[config.mk]
export PLATFORM = sky130hd
export DESIGN_NAME = uart_rx_flat
export DESIGN_NICKNAME = d
export VERILOG_FILES = /design/src/rtl/uart_rx_if.sv /design/src/rtl/uart_rx.sv /design/src/flat_wrapper.sv
export SDC_FILE = /design/constraint.sdc
export NUM_CORES = 1
export LEC_CHECK = 0
export BUFFER_PORTS_ARGS = -buffer_cell sky130_fd_sc_hd__buf_2
export CAP_MARGIN = 15
export CORE_MARGIN = 2
export CORE_UTILIZATION = 60
export DETAILED_ROUTE_END_ITERATION = 8
export GPL_ROUTABILITY_DRIVEN = 0
export PLACE_DENSITY = 0.9
export SETUP_SLACK_MARGIN = 0.5
export SLEW_MARGIN = 20
export SYNTH_ARGS = -nofsm -noshare
export SYNTH_HDL_FRONTEND = slang
export SYNTH_SLANG_ARGS = --single-unit
[constraint.sdc]
create_clock -name clk -period 4.75 [get_ports clk]
set_input_delay 0.475 -clock clk [delete_from_list [all_inputs] [get_ports clk]]
set_output_delay 0.475 -clock clk [all_outputs]
set_load 0.01 [all_outputs]
[src/rtl/uart_rx_if.sv]
// Consumer-side handshake of the UART receiver: received byte, valid/ack
// handshake and the two one-cycle error pulses.
interface uart_rx_if;
  logic [7:0] rx_data;
  logic       rx_valid;
  logic       rx_ack;
  logic       rx_frame_err;
  logic       rx_overrun;

  modport master (
    output rx_data,
    output rx_valid,
    output rx_frame_err,
    output rx_overrun,
    input  rx_ack
  );

  modport slave (
    input  rx_data,
    input  rx_valid,
    input  rx_frame_err,
    input  rx_overrun,
    output rx_ack
  );
endinterface

[src/rtl/uart_rx.sv]
// 8N1 UART receiver: 2-flop synchronized line, mid-bit sampling from the start
// edge, one-byte holding register with valid/ack handshake and error pulses.
module uart_rx #(
  parameter int BAUD_RATE   = 115200,
  parameter int CLK_VAL_MHZ = 50
) (
  input  logic      clk,
  input  logic      rst,
  input  logic      rx,
  uart_rx_if.master bus
);

  // BAUD_DIV must lie in 2..8191 to fit the 13-bit counter.
  localparam int BAUD_DIV = CLK_VAL_MHZ * 1000000 / BAUD_RATE;
  localparam int HALF_DIV = BAUD_DIV / 2;
  localparam int CNT_W    = 13;

  typedef enum logic [2:0] {
    S_IDLE,
    S_START,
    S_DATA,
    S_STOP,
    S_WAIT_IDLE
  } state_t;

  state_t           state, state_nxt;
  logic [1:0]       sync;
  logic             rx_s;
  logic [CNT_W-1:0] cnt;
  logic [2:0]       bit_idx;
  logic [7:0]       shift;

  logic half_tick, baud_tick;
  logic sample_en, byte_done, frame_err_set, cnt_clr;

  // NOTE: sequential state always uses non-blocking assignments so every flop
  // sees pre-edge values and process ordering cannot change behaviour.
  always_ff @(posedge clk) begin
    if (!rst) sync <= 2'b11;
    else      sync <= {sync[0], rx};
  end

  assign rx_s      = sync[1];
  assign half_tick = (cnt == CNT_W'(HALF_DIV - 1));
  assign baud_tick = (cnt == CNT_W'(BAUD_DIV - 1));

  always_ff @(posedge clk) begin
    if (!rst) state <= S_IDLE;
    else      state <= state_nxt;
  end

  // NOTE: every combinational output gets a default first so no path can
  // leave it unassigned and infer a latch.
  always_comb begin
    state_nxt = state;
    case (state)
      S_IDLE:      if (!rx_s) state_nxt = S_START;
      S_START:     if (half_tick) state_nxt = rx_s ? S_IDLE : S_DATA;
      S_DATA:      if (baud_tick && bit_idx == 3'd7) state_nxt = S_STOP;
      S_STOP:      if (baud_tick) state_nxt = rx_s ? S_IDLE : S_WAIT_IDLE;
      S_WAIT_IDLE: if (rx_s) state_nxt = S_IDLE;
      default:     state_nxt = S_IDLE;
    endcase
  end

  always_comb begin
    sample_en     = (state == S_DATA) && baud_tick;
    byte_done     = (state == S_STOP) && baud_tick && rx_s;
    frame_err_set = (state == S_STOP) && baud_tick && !rx_s;
    // The counter restarts on every state entry and after each data sample;
    // it only runs while a frame is being timed.
    cnt_clr       = (state_nxt != state) || sample_en ||
                    !(state == S_START || state == S_DATA || state == S_STOP);
  end

  always_ff @(posedge clk) begin
    if (!rst) begin
      cnt     <= '0;
      bit_idx <= '0;
      shift   <= '0;
    end else begin
      cnt <= cnt_clr ? '0 : cnt + CNT_W'(1);
      if (sample_en) begin
        shift   <= {rx_s, shift[7:1]};
        bit_idx <= bit_idx + 3'd1;
      end
    end
  end

  always_ff @(posedge clk) begin
    if (!rst) begin
      bus.rx_data      <= 8'h00;
      bus.rx_valid     <= 1'b0;
      bus.rx_frame_err <= 1'b0;
      bus.rx_overrun   <= 1'b0;
    end else begin
      bus.rx_frame_err <= frame_err_set;
      bus.rx_overrun   <= byte_done && bus.rx_valid && !bus.rx_ack;
      if (byte_done && (!bus.rx_valid || bus.rx_ack)) begin
        bus.rx_data  <= shift;
        bus.rx_valid <= 1'b1;
      end else if (bus.rx_valid && bus.rx_ack) begin
        bus.rx_valid <= 1'b0;
      end
    end
  end

endmodule

[src/flat_wrapper.sv]
// flat-port wrapper written by rule: the top's interface ports become plain ports
module uart_rx_flat 
#(
  parameter int BAUD_RATE   = 115200,
  parameter int CLK_VAL_MHZ = 50
)
  (clk, rst, rx, bus_rx_data, bus_rx_valid, bus_rx_frame_err, bus_rx_overrun, bus_rx_ack);
  uart_rx_if bus_i ();
  input  logic clk;
  input  logic rst;
  input  logic rx;
  output wire logic [$bits(bus_i.rx_data)-1:0] bus_rx_data;
  output wire logic [$bits(bus_i.rx_valid)-1:0] bus_rx_valid;
  output wire logic [$bits(bus_i.rx_frame_err)-1:0] bus_rx_frame_err;
  output wire logic [$bits(bus_i.rx_overrun)-1:0] bus_rx_overrun;
  input wire logic [$bits(bus_i.rx_ack)-1:0] bus_rx_ack;
  assign bus_rx_data = bus_i.rx_data;
  assign bus_rx_valid = bus_i.rx_valid;
  assign bus_rx_frame_err = bus_i.rx_frame_err;
  assign bus_rx_overrun = bus_i.rx_overrun;
  assign bus_i.rx_ack = bus_rx_ack;
  uart_rx #(.BAUD_RATE(BAUD_RATE), .CLK_VAL_MHZ(CLK_VAL_MHZ)) u_core (.clk(clk), .rst(rst), .rx(rx), .bus(bus_i));
endmodule
==> results.yml <==
pwr:
  irDropWorstVdd_mv: 0.206
  power_density_mw_per_mm2: 298
  finalPower_mw: 0.591
  p_leak_nw: 0.681
synthesis:
  ys_seq_area_share_pct: 43.1
  synth-seq-cells: 40
  async_reset_ff_share_pct: 0
  synthTopCellsByArea: "dfxtp_1, mux2i_1, nand2_1"
  ys.flop_type: "dfxtp_1"
  netlist_area_mm2: 0.00186
  yosys.area.top_type: "dfxtp_1"
  yosys.area.top_type_share_pct: 43.1
  synth_edf_count: 0
  synth.top_cells.by_count: "dfxtp_1, nand2_1, mux2i_1, nor2_1, nor4_1"
  synth_cell_types: 39
  yosysWarnings: 0
  syn_area_per_cell_um2: 9.88
  syn_nets: 197
  syn-instance-count: 188
  post-synth-top-count-cell: "dfxtp_1"
detailed_routing:
  wl_per_cell_um: 13.6
  drt_iter0_markers: 71
  routed_wl_mm: 3.21
  ant_nets: 0
  drc: 0
  vias: 1334
  first_pass_iters: 4
  viasPerCell: 5.68
clock_network:
  post_cts_resized: 0
  clock_sinks: 40
  clkSlewWorstSetupHoldPaths_ns: 0.12
  cts_buffer_depth: 2
  postCtsHoldBufs: 0
  cts_root_buf: "clkbuf_4"
  cts_inserted_buffers: 5
  htree_levels: 2
  cts_tree: "done"
  post_cts_buffers: 0
  clock_latency_ns: 0.35
critical_path:
  critPathLaunchType: "flop"
  reg2reg_from: "u_core.cnt[0]"
  r2r_end: "u_core.shift[7]"
  critPathKind: "flop to flop"
  worstPathArrival_ns: 2.17
  r2r_setup_slack_ns: 2.86
  reg2reg_depth: 5
  crit_required_ns: 5.04
  end_kind: "flop"
  worstSetupStartpoint: "u_core.cnt[0]"
  worstSetupEndpoint: "u_core.shift[7]"
  crit_fanout: 11
timing:
  setup_viol_count_final: 0
  finalHoldViolations: 0
  finalClockSkew_ns: 0.0120
  period_minus_slack_ns: 1.89
  fmax_mhz: 530
  period_share_pct: 39.8
  maxSlewViolCount: 0
  relSlewSlack_pct: 55.2
  setup_tns_ns: 0
  whs_ns: 0.307
  max_slew.worst_pin.slew_ns: 0.672
  grt_setup_unrepaired: "false"
finish:
  drive_gt1_share_pct: 15.3
  final_cells: 235
  area_growth_pct: 6.87
  nNetsFinal: 210
  num_antenna_cells: 0
  fin_area_mm2: 0.00198
floorplanning:
  rows: 20
  start_util_pct: 61.8
  ios: 15
  core_area_mm2: 0.00300
  die_h_um: 59.6
  die_w_um: 59.6
  dieArea_mm2: 0.00356
placed_design:
  hpwl_mm: 2.28
  dpl_cell_area_mm2: 0.00189
  post-place-cells: 227
  port_buffers: 14
min_path:
  min-delay-path-class: "input pin to flop"
global_routing:
  antenna_found_initial: 0
  gr-total-overflow: 0
  gr-usage-all-layers_pct: 20.9
  grt_pass1_wl_mm: 5.51
  grt_max_degree: 30
  first_global_vias: 1247
run:
  cap_violations: 0
status:
  outcome: "finished, final reports clean"
==> state kept, by name, indices dropped and copies added, names as in the netlist <==
signal                   cells
u_core.bus.rx_valid          1
u_core.bus.rx_overrun        1
u_core.bit_idx               3
u_core.cnt                  13
u_core.state                 3
u_core.bus.rx_data           8
u_core.sync                  2
u_core.shift                 8
u_core.bus.rx_frame_err      1
==> kinds of logic after synthesis <==
| logic type | synth area share, % |
|---|---|
| AOI/OAI and AO/OA | 4.18 |
| xor gates and xnor gates | 5.19 |
| adders and majority gates | 3.37 |
| buffers and inverters | 5.53 |
| DFF | 43.1 |
| muxes | 10.8 |
| and+or+nand+nor | 27.8 |
==> worst min-delay path by stage <==
stage | slack, ns | cells after the start | to | from
6_report | 0.31 | 2 | u_core.sync[0] | rx
5_1_grt | 0.30 | 2 | u_core.sync[0] | rx
4_1_cts | 0.31 | 2 | u_core.sync[0] | rx
3_5_place_dp | 0.40 | 1 | u_core.sync[1] | u_core.sync[0]
3_3_place_gp | 0.39 | 1 | u_core.sync[1] | u_core.sync[0]
2_1_floorplan | 0.39 | 1 | u_core.sync[1] | u_core.sync[0]
==> routing by layer <==
layer | share of wire [%] | up-vias | track usage [%]
met3 | 4.6 | 5 | 6.77
met5 | 0 | - | 0
met4 | 1.3 | 0 | 7.30
met2 | 46 | 35 | 31.4
li1 | - | 679 | -
met1 | 48 | 615 | 28.3
==> worst max-delay path: stages, from the launching register on <==
cell	delay, ns
dfxtp_1	0.42
ha_1	0.17
nor3b_4	0.25
nand4_4	0.17
nor2_2	0.56
mux2i_1	0.26
==> placed cells by master, fill, tap and decap left out, types with 2 or more instances in the layout <==
cell type / n
a21oi_1: 2
and3_1: 2
buf_2: 14
clkbuf_4: 5
dfxtp_1: 40
ha_1: 5
inv_1: 7
mux2i_1: 20
nand2_1: 32
nand2b_1: 4
nand3_1: 4
nor2_1: 12
nor3_1: 8
nor4_1: 10
o31ai_1: 2
xnor2_1: 9
xor2_1: 2
==> where the power goes <==
part / total (mW) / switching [mW] / internal (mW)
sequential: 0.340 / 0.00261 / 0.337
combinational: 0.0140 / 0.00918 / 0.00479
clock: 0.237 / 0.111 / 0.126
total: 0.591 / 0.123 / 0.468
==> cell type report <==
type                       instances  area, um^2
sequential                        40         801
clock buffer                       6        51.3
fill                             229        1020
timing repair buffer              14        70.1
inverter                           7        26.3
clock inverter                     2        38.8
multi-input combinational        133         956
tap                               33        41.3
==> through the flow <==
step	utilization, %	setup WS (ns)
floorplan	-	3.14
global placement	63.0	2.63
detailed placement	63.0	2.58
CTS	66.0	2.55
global route	66.1	2.68
finish	66.1	2.86
(Power assumes the default switching activity.)
